## config.mk

```make
export PLATFORM = sky130hd
export DESIGN_NAME = freq_divider
export DESIGN_NICKNAME = d
export VERILOG_FILES = /design/src/rtl/freq_divider.sv
export SDC_FILE = /design/constraint.sdc
export NUM_CORES = 1
export LEC_CHECK = 0
export ABC_CLOCK_PERIOD_IN_PS = 2650
export CAP_MARGIN = 20
export CORE_MARGIN = 2
export CORE_UTILIZATION = 60
export DETAILED_ROUTE_END_ITERATION = 10
export PLACE_DENSITY = 0.78
export SLEW_MARGIN = 20
export SYNTH_ARGS = -nofsm -noshare
export SYNTH_HDL_FRONTEND = slang
export SYNTH_SLANG_ARGS = --single-unit
export TNS_END_PERCENT = 100
```

## constraint.sdc

```tcl
create_clock -name clock -period 2.65 [get_ports clock]
set_input_delay 0.53 -clock clock [delete_from_list [all_inputs] [get_ports clock]]
set_output_delay 0.53 -clock clock [all_outputs]
set_load 0.1 [all_outputs]
```

## src/rtl/freq_divider.sv

```systemverilog
// Programmable clock-enable divider: a DIVISOR-cycle square wave plus a one-cycle
// end-of-period tick, both registered and updated only while enable is high.
module freq_divider #(
    parameter int unsigned DIVISOR   = 100000000,
    parameter int unsigned CNT_WIDTH = 27
) (
    input  logic clock,
    input  logic resetn,
    input  logic enable,
    output logic divFreq,
    output logic divTick
);

    generate
        if (DIVISOR < 2 || 64'(DIVISOR) > (64'd1 << CNT_WIDTH)) begin : g_bad_params
            $error("freq_divider: DIVISOR must be in 2..2**CNT_WIDTH");
        end
    endgenerate

    localparam logic [CNT_WIDTH-1:0] LAST = CNT_WIDTH'(DIVISOR - 1);
    // High phase starts at ceil(DIVISOR/2), so an odd divisor gets the longer low phase.
    localparam logic [CNT_WIDTH-1:0] HALF = CNT_WIDTH'((DIVISOR + 1) / 2);
    localparam logic [CNT_WIDTH-1:0] ONE  = CNT_WIDTH'(1);

    logic [CNT_WIDTH-1:0] r_cnt;
    logic [CNT_WIDTH-1:0] w_cnt_next;
    logic                 r_div_freq;
    logic                 r_div_tick;

    always_comb begin
        w_cnt_next = r_cnt;
        if (enable) begin
            w_cnt_next = (r_cnt == LAST) ? '0 : r_cnt + ONE;
        end
    end

    // Outputs decode the next count so they line up with r_cnt in the same cycle.
    always_ff @(posedge clock) begin
        if (!resetn) begin
            r_cnt      <= '0;
            r_div_freq <= 1'b0;
            r_div_tick <= 1'b0;
        end else begin
            r_cnt      <= w_cnt_next;
            r_div_freq <= (w_cnt_next >= HALF);
            r_div_tick <= (w_cnt_next == LAST);
        end
    end

    assign divFreq = r_div_freq;
    assign divTick = r_div_tick;

endmodule

```

Word level (Yosys, flattened, before mapping). Index checks and enable logic that the tools add are counted.

Bits in registers: 29.

Equal/unequal tests: 2. $add $sub $neg: 1. Mux-type cells: 2. $lt $le $gt $ge: 1.

Operators by type and width (count): 27-bit == test, second input constant (2); 27-bit 2-to-1 mux (2); 27-bit by 1-bit adder with 27-bit output, second input constant (1); 27-bit by 26-bit greater-or-equal comparator with 1-bit output, second input constant (1).

Depth between registers and ports, before layout.
Depth after elaboration: 4. Gate-level depth with buffers: 9. Mapped depth without buffers: 8.

Worst setup path before layout. Ideal clock, no wire load.

Path type: input to register. Start: input enable. End: register r_div_freq, in the netlist divFreq. Path slack: 0.232 ns. Path buffers: 1. Arrival: 2.359 ns. Stages: 8. Cells stage by stage: buf_2 -> nand4_4 -> or4_1 -> mux2i_1 -> a21oi_1 -> nand4_1 -> o41ai_1 -> a221o_1.

Word-level cells in the longest chain between the ends: 2.

Ends and longest elaborated chain: start: declaration (RTL line 9) `input logic enable,`; 27-bit 2-to-1 mux (RTL line 32) `if (enable) begin`; 27-bit by 26-bit greater-or-equal comparator with 1-bit output (RTL line 45) `r_div_freq <= (w_cnt_next >= HALF);`; end signal: assignment (RTL line 45); end: declaration (RTL line 27) `logic r_div_freq;`.

Every way passes these cells. A chain may end at the register's enable or synchronous reset.

Worst setup path after layout. Ends and elaborated chain as after synthesis.

==> qor.csv <==
metric,value,unit
Maximum Capacitance Violations,0,
crit share post-route,0.962,
Async SR Flop Fraction,0,
RSZ-0062 raised after global routing,false,
CP Capture Type,flop,
Post-DRT Antenna Nets,0,
Hold WS,0.583,ns
"IR drop worst, VDD",278,uV
r2r setup slk,0.23,ns
Levels on crit path,8,
slew of the pin with the lowest slew margin,0.499,ns
"commonest cells after routing, fill and taps aside","buf_4 (33), dfxtp_1 (29), nor2_1 (28)",
Setup crit start kind,primary input,
Critical Path Sink,divFreq$_SDFF_PN0_,
H-tree levels,2,
Post-synth top flop,dfxtp_1,
origin of the worst setup path,enable,
nets@finish,259,
Finished Layout Cells,286,
Cell variety after synth,55,
IO Pins,5,
register area share after synthesis,0.320,
Post-Syn Nets,227,
GPL Wtd Cong,0.923,
mapped cell area,1820,sq um
DPL Wire Length,3590,um
leakage,0.788,nW
crit path max fanout,6,
global route overflow,0,
Pre-Repair DR Iteration Count,6,
Sink Count,29,
clk slew on worst S/H paths,0.09,ns
area grow syn2layout,17.2,%
initial antenna violation count,0,
slowest CP cell,or4_1,
syn avg cell area,8.14,sq um
YS warnings,0,
RR Startpoint,r_cnt[10]$_SDFF_PN0_,
Clock Latency Late Sink,0.34,ns
First DRT Iteration DRCs,96,
ratio of cells with drive above 1 in the final layout,0.192,
fin crit period,2.55,ns
count of final hold-check violations,0,
status,"finished, final reports clean",
FILL cells,217,
reg2reg end,divFreq$_SDFF_PN0_,
number of diodes,0,
Hold Path Stages,2,
"EDFF count, synth",0,
chip height,59.0,um
detailed-route via count,1828,
clk root buf,clkbuf_4,
die area,3480,sq um
Initial Utilization,0.647,
Total Wirelength,4630,um
Max Freq,392,MHz
first-pass GRT wire length,7770,um
PortBufs,4,
family with the most delay on the worst path,simple AND/OR/NAND/NOR gates,
Pins Over Slew Limit,0,
Critical Path AT,2.84,ns
CP cell instances,clkdlybuf4s50_1 > nand4_4 > or4_1 > mux2i_1 > a21oi_2 > nand4_1 > o41ai_1 > a221o_1,
clock skew,0.00544,ns
Fin Setup TNS,0,ns
clock tree from TritonCTS,built,
final setup margin,0.101,ns
PwrDens,358,nW/um^2
placed insts,279,
Post-Synthesis Cells,223,
FP Rows,19,
pre-CTS WS,-0.229,ns
largest net degree at the start of global routing,16,
die width,59.0,um
"commonest non-fill, non-tap cell in the layout",buf_4,
vias per cell,6.39,
# setup viols final,0,
deepest clock path buffer count,2,
DR DRC count,0,
Crit Path Class,in2reg,
Worst Hold Class,reg2reg,
GRT Overall Usage,0.298,
worst r2r path cells,8,
Yosys reg bits,29,
Rel. slew slack,0.664,
Buf/Inv on CP,1,
"slowest stage delay, CP",0.60,ns
routed wire length per instance,16.2,um
core footprint,2810,sq um
"Setup Fix Bufs, Post-CTS",0,
Num CTS Buffers,5,
vias in the first global route,1689,
required time worst endpoint,2.94,ns
[worst min path at each step]
stage / to / slack (ns) / startpoint
CTS: r_cnt[13]$_SDFF_PN0_ / 0.57 / r_cnt[13]$_SDFF_PN0_
floorplan: r_cnt[15]$_SDFF_PN0_ / 0.52 / r_cnt[15]$_SDFF_PN0_
detailed placement: r_cnt[13]$_SDFF_PN0_ / 0.56 / r_cnt[13]$_SDFF_PN0_
finish: r_cnt[13]$_SDFF_PN0_ / 0.58 / r_cnt[13]$_SDFF_PN0_
global placement: r_cnt[23]$_SDFF_PN0_ / 0.56 / r_cnt[23]$_SDFF_PN0_
global route: r_cnt[13]$_SDFF_PN0_ / 0.62 / r_cnt[13]$_SDFF_PN0_
[kinds of logic (layout without fill, tap and decap cells)]
family                     count (synthesis)  count (layout)  share of synthesized area
AOI/OAI and AO/OA                         32              32                      0.126
xor gates and xnor gates                  22              22                      0.106
adders and majority gates                  1               1                    0.00689
buffers and inverters                     17              49                     0.0441
DFF                                       29              29                      0.320
muxes                                      3               3                     0.0165
and+or+nand+nor                          119             119                      0.380
[state kept, by name (all words and copies together) (netlist names)]
| signal | count |
|---|---|
| r_cnt | 27 |
| divTick | 1 |
| divFreq | 1 |
[metal layers]
metal / vias to the layer above / wire, um / GRT usage
met3: 11 / 339 / 0.0873
met2: 76 / 2100 / 0.452
met4: 0 / 60 / 0.0844
met5: - / 0 / 0
li1: 886 / - / -
met1: 855 / 2130 / 0.413
[cell type report]
class                           count  area (sq um)  share of cell area
Tap cell                           31          38.8              0.0182
Inverter                            7          26.3              0.0124
Timing Repair Buffer               35           268               0.126
Multi-Input combinational cell    177          1160               0.545
Sequential cell                    29           581               0.273
Clock buffer                        7          55.1              0.0259
[Yosys cell counts, types with 3 or more instances]
cell | count | area (sq um)
a21oi_1 | 7 | 35.0
and3_1 | 5 | 31.3
and4_1 | 3 | 26.3
buf_2 | 7 | 35.0
dfxtp_1 | 29 | 581
inv_1 | 7 | 26.3
mux2i_1 | 3 | 30.0
nand2_1 | 13 | 48.8
nand3_1 | 13 | 65.1
nand3b_1 | 3 | 22.5
nand4_1 | 13 | 81.3
nor2_1 | 28 | 105
nor2b_1 | 6 | 37.5
nor3_1 | 7 | 35.0
nor4_1 | 9 | 56.3
o22ai_1 | 3 | 18.8
or3_1 | 5 | 31.3
xnor2_1 | 10 | 87.6
xor2_1 | 12 | 105
[worst reg2reg max path, delay by kind of cell, from the launching register on]
| kind | cells | cell delay, ns |
|---|---|---|
| AND/OR/NAND/NOR | 3 | 0.76 |
| AO/OA/AOI/OAI | 4 | 0.93 |
| flip-flops | 1 | 0.43 |
| buffers and inverters | 1 | 0.24 |
[where the power goes]
group	switching, mW	leakage [nW]	internal (mW)	total [mW]
combinational	0.0232	0.523	0.0150	0.0382
clock	0.156	0.0314	0.125	0.281
sequential	0.00365	0.234	0.438	0.442
[stage by stage]
stage	cell area, sq um	power [mW]	utilization
after floorplan	1820	0.477	-
after global placement	2070	0.488	0.737
after detailed placement	2070	0.490	0.737
after CTS	2120	0.764	0.757
after global routing	2130	0.786	0.758
final	2130	0.761	0.758
[what timing repair did]
action	4_1_cts	5_1_grt
resized for setup	0	1
setup endpoints to repair	0	1
hold buffers	0	0
No activity file was read; power rests on OpenSTA's default activity.
